$ cat src/rtl/tick_period_meter_if.sv
// Result channel of the tick period meter:
// valid/ready handshake plus status flags.
`timescale 1ns/1ps
interface tick_period_meter_if #(
    parameter int WIDTH = 16
);
    logic [WIDTH-1:0] period_out;
    logic             period_valid;
    logic             period_ready;
    logic             timeout;
    logic             overrun;

    modport master (
        output period_out,
        output period_valid,
        output timeout,
        output overrun,
        input  period_ready
    );

    modport slave (
        input  period_out,
        input  period_valid,
        input  timeout,
        input  overrun,
        output period_ready
    );
endinterface

$ cat src/rtl/tick_period_meter.sv
// Tick period meter: counts clk cycles between
// rising edges of an asynchronous pulse train.
`timescale 1ns/1ps
module tick_period_meter #(
    parameter int WIDTH       = 16,
    parameter int SYNC_STAGES = 2
) (
    input  logic                 clk,
    input  logic                 rst_n,
    input  logic                 tick_in,
    input  logic                 meas_en,
    tick_period_meter_if.master  res
);
    typedef enum logic [1:0] {
        IDLE,
        ARM,
        MEAS
    } state_t;

    localparam logic [WIDTH-1:0] CMAX = '1;
    localparam logic [WIDTH-1:0] ONE  = WIDTH'(1);

    state_t                 r_state;
    logic [WIDTH-1:0]       r_cnt;
    logic [SYNC_STAGES-1:0] r_sync;
    logic                   r_hist;
    logic [SYNC_STAGES:0]   r_vld;
    logic                   r_edge;
    logic                   w_edge;
    logic                   w_cap;

    // r_vld marks stages holding a real post-reset
    // sample, so a level already high at reset
    // release is never mistaken for an edge.
    assign w_edge = r_sync[SYNC_STAGES-1] & ~r_hist
                  & r_vld[SYNC_STAGES];

    assign w_cap = (r_state == MEAS) & r_edge;

    // Synchronizer, history flop and registered edge
    always_ff @(posedge clk or negedge rst_n) begin
        if (!rst_n) begin
            r_sync <= '0;
            r_hist <= 1'b0;
            r_vld  <= '0;
            r_edge <= 1'b0;
        end else begin
            r_sync <= {r_sync[SYNC_STAGES-2:0], tick_in};
            r_hist <= r_sync[SYNC_STAGES-1];
            r_vld  <= {r_vld[SYNC_STAGES-1:0], 1'b1};
            r_edge <= w_edge;
        end
    end

    // Measurement FSM, counter and result register
    always_ff @(posedge clk or negedge rst_n) begin
        if (!rst_n) begin
            r_state          <= IDLE;
            r_cnt            <= '0;
            res.period_out   <= '0;
            res.period_valid <= 1'b0;
            res.timeout      <= 1'b0;
            res.overrun      <= 1'b0;
        end else begin
            res.timeout <= 1'b0;
            if (!meas_en) begin
                r_state          <= IDLE;
                r_cnt            <= '0;
                res.period_out   <= '0;
                res.period_valid <= 1'b0;
                res.overrun      <= 1'b0;
            end else begin
                unique case (r_state)
                    IDLE: begin
                        r_state <= ARM;
                    end
                    ARM: begin
                        if (r_edge) begin
                            r_cnt   <= ONE;
                            r_state <= MEAS;
                        end
                    end
                    MEAS: begin
                        if (r_edge) begin
                            r_cnt <= ONE;
                        end else if (r_cnt != CMAX) begin
                            r_cnt <= r_cnt + ONE;
                        end else begin
                            res.timeout <= 1'b1;
                            r_cnt       <= '0;
                            r_state     <= ARM;
                        end
                    end
                    default: begin
                        r_state <= IDLE;
                    end
                endcase

                if (w_cap) begin
                    if (!res.period_valid) begin
                        res.period_out   <= r_cnt;
                        res.period_valid <= 1'b1;
                    end else if (res.period_ready) begin
                        res.period_out <= r_cnt;
                    end else begin
                        res.overrun <= 1'b1;
                    end
                end else if (res.period_valid &&
                             res.period_ready) begin
                    res.period_valid <= 1'b0;
                end
            end
        end
    end
endmodule
$ cat src/flat_wrapper.sv
// flat-port wrapper written by rule: the top's interface ports become plain ports
module tick_period_meter_flat 
#(
    parameter int WIDTH       = 16,
    parameter int SYNC_STAGES = 2
)
  (clk, rst_n, tick_in, meas_en, res_period_out, res_period_valid, res_timeout, res_overrun, res_period_ready);
  tick_period_meter_if #(.WIDTH(WIDTH)) res_i ();
  input  logic clk;
  input  logic rst_n;
  input  logic tick_in;
  input  logic meas_en;
  output wire logic [$bits(res_i.period_out)-1:0] res_period_out;
  output wire logic [$bits(res_i.period_valid)-1:0] res_period_valid;
  output wire logic [$bits(res_i.timeout)-1:0] res_timeout;
  output wire logic [$bits(res_i.overrun)-1:0] res_overrun;
  input wire logic [$bits(res_i.period_ready)-1:0] res_period_ready;
  assign res_period_out = res_i.period_out;
  assign res_period_valid = res_i.period_valid;
  assign res_timeout = res_i.timeout;
  assign res_overrun = res_i.overrun;
  assign res_i.period_ready = res_period_ready;
  tick_period_meter #(.WIDTH(WIDTH), .SYNC_STAGES(SYNC_STAGES)) u_core (.clk(clk), .rst_n(rst_n), .tick_in(tick_in), .meas_en(meas_en), .res(res_i));
endmodule
$ cat config.mk
export PLATFORM = sky130hd
export DESIGN_NAME = tick_period_meter_flat
export DESIGN_NICKNAME = d
export VERILOG_FILES = /design/src/rtl/tick_period_meter_if.sv /design/src/rtl/tick_period_meter.sv /design/src/flat_wrapper.sv
export SDC_FILE = /design/constraint.sdc
export NUM_CORES = 1
export LEC_CHECK = 0
export CAP_MARGIN = 25
export CORE_MARGIN = 2
export CORE_UTILIZATION = 40
export CTS_CLUSTER_DIAMETER = 50
export CTS_CLUSTER_SIZE = 40
export DETAILED_ROUTE_END_ITERATION = 6
export SYNTH_ARGS = -nofsm -noshare
export SYNTH_HDL_FRONTEND = slang
export SYNTH_SLANG_ARGS = --single-unit
$ cat constraint.sdc
create_clock -name clk -period 2.5 [get_ports clk]
set_clock_uncertainty 0.2 [all_clocks]
set_input_delay 0.375 -clock clk [delete_from_list [all_inputs] [get_ports clk]]
set_output_delay 0.375 -clock clk [all_outputs]
set_load 0.05 [all_outputs]
# Word level (Yosys, flattened, before mapping)
# Cells that the tools add are included.
# word_totals
register_bits,44
latchBits,0
ram_bits,0
romBits,0
inputBits,5
out_inout_bits,19
n_memories,0
# op_classes
add_sub_neg,1
n_mul,0
div,0
n_lt_le_gt_ge,0
eq_ne,12
n_shift,0
muxes,25
bitwise_logic,4
reduce_logical,6
# op_table
operator,n
$mux 16,8
$pmux 16 s2,1
$add 16x1->16 const B,1
$ne 16x16->1 const B,1
$mux 1,11
$ne 3x3->1 const B,3
$mux 2,4
$ne 3x1->1 const B,2
$pmux 2 s3,1
$reduce_and 3->1,2
$ne 2x1->1 const B,2
$reduce_and 2->1,2
$and 1x1->1,3
$ne 3x2->1 const B,1
$eq 2x1->1 const B,1
$eq 2x2->1 const B,1
$logic_not 2->1,1
$ne 2x2->1 const B,1
$logic_and 1x1->1,1
$not 1->1,1

# Depth between registers and ports, before layout
# Gate-level depths: netlist of the first run.
# logic_depth
depth_word,5
depth_mapped,9
ltp_nobuf,6

# Worst setup path before layout of the first run
# Ideal clock, no wire load.
# synth_timing
kind,register -> register
startpoint,register u_core.r_cnt[0]
endpoint,register u_core.r_cnt[7]
setup_time_ns,0.133
arrival_time_ns,1.625
slack_ns,0.543
path_stages_with_launch,9
path_buffers,2
period_less_slack_ns,1.957
path_cell_list,dfrtp_1 -> ha_1 -> nand3_1 -> nor3_4 -> a31oi_4 -> buf_6 -> buf_6 -> a21oi_1 -> a31oi_1
# synth_between
elab_chain_cells,5
# synth_rtl
item,line_no,text
"start, declared",tick_period_meter.sv:24,logic [WIDTH-1:0] r_cnt;
"start signal, assigned",tick_period_meter.sv:87,r_cnt <= r_cnt + ONE;
$add 16x1->16 / $ne 16x16->1 (equally long branches),"tick_period_meter.sv:87, tick_period_meter.sv:86",
$mux 16 *,tick_period_meter.sv:86,end else if (r_cnt != CMAX) begin
$mux 16 *,tick_period_meter.sv:84,if (r_edge) begin
$pmux 16 s2 *,tick_period_meter.sv:73,unique case (r_state)
$mux 16 *,tick_period_meter.sv:66,if (!meas_en) begin
# Every way passes the cells marked *; elsewhere a longest branch is shown, timed or not.
# A chain may end at the register's enable or synchronous reset.

# Final worst setup path of the first run
# layout_timing
startpoint,register u_core.r_cnt[1]
endpoint,register u_core.r_cnt[3]
# Same word-level chain as after synthesis.

==> metrics.md, run 1 <==
| Metric | Value |
|---|---|
| Status | `completed` |
| Reg clk slew, reported paths | `0.08 ns` |
| Fin cells | `295` |
| Critical path class | `reg -> reg` |
| Yosys reg bits | `44` |
| Hold path depth | `0` |
| Startpoint Class | `flip-flop` |
| DIE WIDTH | `74.9 um` |
| CP max FO | `20` |
| Residual DRC | `0` |
| Worst-Skew Late Latency | `0.30 ns` |
| Post-CTS Setup Bufs | `0` |
| Final max-slew violation count | `0` |
| Starting density of the core | `42.0%` |
| Final Hold Vio Count | `0` |
| Root buf cell | `clkbuf_8` |
| DR WL met2 | `1860 um` |
| Leading area contributor after synthesis | `dfrtp_1` |
| Total GRT Usage | `16.6%` |
| Vias per cell | `5.14` |
| CTS Sinks | `44` |
| CTS tree | `built` |
| Slew Limit Headroom | `56.7%` |
| Largest net degree at the start of global routing | `45` |
| Ys flop type | `dfrtp_1` |
| Hold Crit Start | `u_core.r_vld[0]` |
| TritonCTS buffer count | `5` |
| Dpl hpwl | `2730 um` |
| Initial antenna violation count | `0` |
| PwrDens | `511 nW/um2` |
| CP endpoint kind | `flip-flop` |
| # IOs | `24` |
| Critical Path AT | `2.18 ns` |
| Final setup viols | `0` |
| Critical Path RT | `2.47 ns` |
| Core ar. | `4790 um2` |
| Max frequency | `0.453 GHz` |
| Final #Nets | `233` |
| Critical R2R Launch | `u_core.r_cnt[1]` |
| Die height | `74.9 um` |
| Max-Cap Viols | `0` |
| Row Count | `25` |
| I/O Buffers | `23` |
| Via count | `1517` |
| Setup TNS | `0 ns` |
| Min cycle time layout | `2.21 ns` |
| RSZ-0062 raised after global routing | `false` |
| Footprint of the multi-input gates | `816 um2` |
| Area grow syn2layout | `18.4%` |
| Vias in the first global route | `1410` |
| 1st-iter DRT viols | `121` |
| Routed length per instance | `14.1 um` |
| Ant. Diodes | `0` |
| Die ar. | `5610 um2` |
| Routed metal-1 wirelength | `2140 um` |
| Detail Route Antenna Nets | `0` |
| Hold crit path type | `reg -> reg` |
| H-tree depth | `2` |
| Tightest Pin Transition | `0.649 ns` |
| Syn. warnings | `0` |
| Mapped cell area | `2010 um2` |
| FF/Latch Area | `1100 um2` |
| First-pass GRT wire length | `7070 um` |
| Top Layer Used | `met4` |
| Drt first pass iters | `4` |
| VDD IR max | `0.305 mV` |
| FFs w/ async S/R, synth | `100%` |
| Post-cts sizing count | `0` |
| Dpl cells | `286` |
| EDFF count, synth | `0` |
| R2R depth | `6` |
| Leak | `0.974 nW` |
| Sequential-to-total area share from yosys stat | `54.8%` |
| Setup crit start | `u_core.r_cnt[1]` |
| Final WL | `4160 um` |
| WL met3 | `125 um` |
| Final period util | `88.3%` |
| Synth unique cells | `31` |
| Share of layout cells above drive strength 1 | `8.77%` |
| GR Overflow Total | `0` |
| Number of fill cells | `438` |
| Mapped Nets | `209` |
| Post-CTS Hold Fix Bufs | `1` |
| Ranking of synthesized cells by area | `dfrtp_1, nand2_1, a21boi_0` |
| Yosys top cell area share | `54.8%` |
| Worst-case clock buffer depth | `2` |
| Cells after synthesis | `203` |
| GP Congestion | `0.816` |
| Avg Cell Area, Syn | `9.90 um2` |
==> cell usage in the layout, fill, tap and decap left out <==
cell	instances
a21boi_0	16
a21boi_1	2
a21oi_1	11
a22o_1	2
a31oi_1	9
a31oi_4	1
a41oi_1	3
and3_1	3
and3_4	1
and4_4	1
buf_2	1
buf_4	6
clkbuf_8	5
clkdlybuf4s50_1	22
clkinv_2	2
clkinv_4	1
conb_1	1
dfrtp_1	44
dlygate4sd3_1	1
ha_1	1
inv_1	3
mux2i_1	2
nand2_1	45
nand2b_1	3
nand3_1	12
nand3b_1	2
nand4_1	2
nor2_1	8
nor2b_1	2
nor3_1	1
nor3_2	1
nor3_4	1
o21a_1	2
o21ai_0	8
o31ai_1	3
==> layout make-up <==
class                      count  share of cell area (%)
clock inverter                 3                   0.789
clock buffer                   5                    2.89
multi-input combinational    143                    34.3
tap                           67                    3.52
inverter                       3                   0.473
sequential                    44                    46.3
timing repair buffer          30                    11.8
==> flip-flops by register name, indices dropped and copies added (netlist names) <==
| register | flops |
|---|---|
| u_core.res.overrun | 1 |
| u_core.r_edge | 1 |
| u_core.res.period_out | 16 |
| u_core.r_sync | 2 |
| u_core.r_hist | 1 |
| u_core.res.timeout | 1 |
| u_core.res.period_valid | 1 |
| u_core.r_vld | 3 |
| u_core.r_cnt | 16 |
| u_core.r_state | 2 |
==> cells in the mapped netlist, types with 3 or more instances <==
library cell   n
nand2_1       45
dfrtp_1       44
a21boi_0      16
nand3_1       12
a21oi_1       11
a31oi_1        9
nor2_1         8
o21ai_0        8
clkbuf_1       7
buf_6          4
a41oi_1        3
and3_1         3
inv_1          3
nand2b_1       3
o31ai_1        3
==> metal layers <==
layer | up-vias | track usage, %
met3 | 4 | 3.88
met4 | 0 | 4.17
met5 | - | 0
met2 | 26 | 24.9
li1 | 758 | -
met1 | 729 | 24.3
==> final timing paths <==
path / end / slack (ns)
min in group asynchronous: u_core.res.period_out[3] / 0.50
max: u_core.r_cnt[3] / 0.29
min: u_core.r_vld[1] / 0.15
min reg2reg: u_core.r_vld[1] / 0.15
max reg2reg: u_core.r_cnt[3] / 0.29
max in group asynchronous: u_core.r_cnt[12] / 1.22
==> stage by stage <==
stage	setup slack [ns]	util [%]	total power, W	instance area (um2)	hold slack (ns)
global route	0.0964	49.7	0.00127	2380	0.163
finish	0.292	49.7	0.00122	2380	0.154
CTS	0.314	49.7	0.00124	2380	0.155
global placement	0.349	47.7	0.000789	2280	0.132
floorplan	0.543	-	0.000760	2010	-0.121
detailed placement	0.310	47.7	0.000790	2280	0.135
==> power by group <==
| group | internal, W | switching (W) |
|---|---|---|
| Sequential | 0.000719 | 0.00000508 |
| Clock | 0.000195 | 0.000245 |
| Combinational | 0.0000187 | 0.0000333 |
==> critical path, cell delays in order (launching register included) <==
cell     delay [ns]
dfrtp_1        0.43
ha_1           0.20
nand3_1        0.18
nor3_4         0.41
a31oi_4        0.30
a41oi_1        0.29
a31oi_1        0.05
==> cell families (layout without fill, tap and decap cells) <==
logic type,count (synthesis),after routing,share of synthesized area [%]
and+or+nand+nor,82,82,19.4
DFF,44,44,54.8
adders and majority gates,1,1,0.623
muxes,2,2,0.996
AOI/OAI and AO/OA,57,57,19.4
other,1,1,0.187
buffers and inverters,16,41,4.61
Power figures use the tool's default switching activity.
==> inputs of run 2 (changes only) <==
--- a/config.mk
+++ b/config.mk
@@ -11,6 +11,7 @@
 export CTS_CLUSTER_DIAMETER = 50
 export CTS_CLUSTER_SIZE = 40
 export DETAILED_ROUTE_END_ITERATION = 6
+export DONT_BUFFER_PORTS = 1
 export SYNTH_ARGS = -nofsm -noshare
 export SYNTH_HDL_FRONTEND = slang
 export SYNTH_SLANG_ARGS = --single-unit
==> run 2 against run 1 <==
Compared with the run above:
- core utilization down 3.9 points
- sequential power about the same
- hold slack worse by 0.14 ns
- power up 1.7%
- global-route usage down 1.1 points
- routed wire length down 10%
- sequential share of layout area up 3.9 points
- register-to-register slack better by 0.02 ns
- die area unchanged
- largest power group unchanged
- setup slack better by 0.024 ns
- cell count down 7.5%
- fmax up 1.1%
==> metrics.md, run 2 (synthesis results as in run 1) <==
| Metric | Value |
|---|---|
| GP Congestion | `0.764` |
| Min cycle time layout | `2.18 ns` |
| Dpl cells | `261` |
| Die height | `74.9 um` |
| Ant. Diodes | `0` |
| Leak | `0.902 nW` |
| Initial antenna violation count | `0` |
| Total GRT Usage | `15.5%` |
| DIE WIDTH | `74.9 um` |
| First-pass GRT wire length | `6470 um` |
| Flop2flop setup slack | `0.32 ns` |
| Slew Limit Headroom | `63.0%` |
| Area grow syn2layout | `9.15%` |
| RSZ-0062 raised after global routing | `false` |
| CP max FO | `20` |
| Routed length per instance | `13.7 um` |
| Post-CTS Setup Bufs | `0` |
| Residual DRC | `0` |
| Critical Path RT | `2.47 ns` |
| Hold crit path type | `in -> reg` |
| Final period util | `87.4%` |
| PwrDens | `564 nW/um2` |
| Detail Route Antenna Nets | `0` |
| Max-Cap Viols | `0` |
| Fin cells | `273` |
| Post-cts sizing count | `0` |
| Vias per cell | `5.23` |
| Placement Setup Slack | `0.329 ns` |
| Startpoint Class | `flip-flop` |
| Final Hold Vio Count | `0` |
| TritonCTS buffer count | `5` |
| Setup crit start | `u_core.r_cnt[0]` |
| Final setup viols | `0` |
| Worst setup endpoint | `u_core.r_cnt[3]` |
| I/O Buffers | `0` |
| VDD IR max | `0.239 mV` |
| Setup TNS | `0 ns` |
| Via count | `1428` |
| Final max-slew violation count | `0` |
| Dpl hpwl | `2500 um` |
| Vias in the first global route | `1346` |
| Die ar. | `5610 um2` |
| Most common cell after layout, fill and taps aside | `nand2_1` |
| Final #Nets | `211` |
| Top flop regs | `u_core.r_cnt (16), u_core.res.period_out (16), u_core.r_vld (3)` |
| CTS Sinks | `44` |
| Drt first pass iters | `4` |
| Tightest Pin Transition | `0.554 ns` |
| Fin worst setup slack | `0.316 ns` |
| Max frequency | `0.458 GHz` |
| Most frequent cells in the layout | `nand2_1, dfrtp_1, a21boi_0` |
| R2r endpoint | `u_core.r_cnt[3]` |
| Critical Path AT | `2.16 ns` |
| Row Count | `25` |
| R2R depth | `6` |
| Reg clk slew, reported paths | `0.08 ns` |
| CTS tree | `built` |
| Worst-Skew Late Latency | `0.30 ns` |
| GR Overflow Total | `0` |
| Worst-case clock buffer depth | `2` |
| Starting density of the core | `42.0%` |
| Critical R2R Launch | `u_core.r_cnt[0]` |
| Largest net degree at the start of global routing | `45` |
| Root buf cell | `clkbuf_8` |
| CP endpoint kind | `flip-flop` |
| 1st-iter DRT viols | `100` |
| Core ar. | `4790 um2` |
| Status | `completed` |
| Share of layout cells above drive strength 1 | `8.25%` |
| # IOs | `24` |
| Critical path class | `reg -> reg` |
| Final WL | `3740 um` |
| H-tree depth | `2` |
-- run 2: cell types whose count changed in the layout (fill, tap and decap cells not counted), sizes merged --
cell,change
clkdlybuf4s50,-22
clkinv,-3
buf,-2
clkbuf,+2
dlygate4sd3,+2
clkinvlp,+1
-- run 2: how the worst min path moves through the flow --
stage / start / endpoint / slack, ns / cells after the start
final: meas_en / u_core.res.period_out[15] / 0.02 / 1
after detailed placement: rst_n / u_core.r_vld[0] / -0.12 / 0
after CTS: meas_en / u_core.res.period_out[15] / 0.01 / 1
after global placement: rst_n / u_core.r_vld[0] / -0.12 / 0
after global routing: meas_en / u_core.r_state[1] / 0.005 / 1
after floorplan: rst_n / u_core.r_cnt[0] / -0.12 / 0
-- run 2: critical path: stages, from the launching register on --
cell and delay [ns]:
dfrtp_1 0.44, ha_1 0.21, nand3_1 0.18, nor3_4 0.38, a31oi_4 0.29, a41oi_1 0.30, a31oi_1 0.06
-- run 2: cell type report --
cell class | instances | area (um2)
Timing Repair Buffer | 8 | 87.6
Multi-Input combinational cell | 143 | 816
Clock buffer | 7 | 86.3
Fill cell | 480 | 2590
Tap cell | 67 | 83.8
Clock inverter | 1 | 7.51
Sequential cell | 44 | 1100
Inverter | 3 | 11.3
-- run 2: per-stage QoR --
stage / hold slack, ns / instance area, um2 / util (%) / total power [W]
3_5_place_dp: -0.119 / 2040 / 42.7 / 0.000762
6_report: 0.0170 / 2190 / 45.8 / 0.00124
4_1_cts: 0.00967 / 2190 / 45.8 / 0.00125
3_3_place_gp: -0.119 / 2040 / 42.7 / 0.000761
5_1_grt: 0.00518 / 2190 / 45.8 / 0.00129
2_1_floorplan: -0.121 / 2010 / - / 0.000760
-- run 2: report_power, final --
part / internal, W / switching, W / total (W)
Clock: 0.000225 / 0.000241 / 0.000466
Combinational: 0.0000181 / 0.0000276 / 0.0000458
Sequential: 0.000719 / 0.00000596 / 0.000725
-- run 2: timing repair --
action	in CTS	in global routing
endpoints found under the hold margin	48	0
hold buffers	4	0
setup endpoints to repair	0	0
-- run 2: routing by layer --
metal / up-vias / GRT usage, % / routed length (um)
li1: 713 / - / -
met1: 679 / 21.0 / 1820
met2: 32 / 22.7 / 1680
met3: 4 / 4.95 / 185
met4: 0 / 6.75 / 53
met5: - / 0 / 0
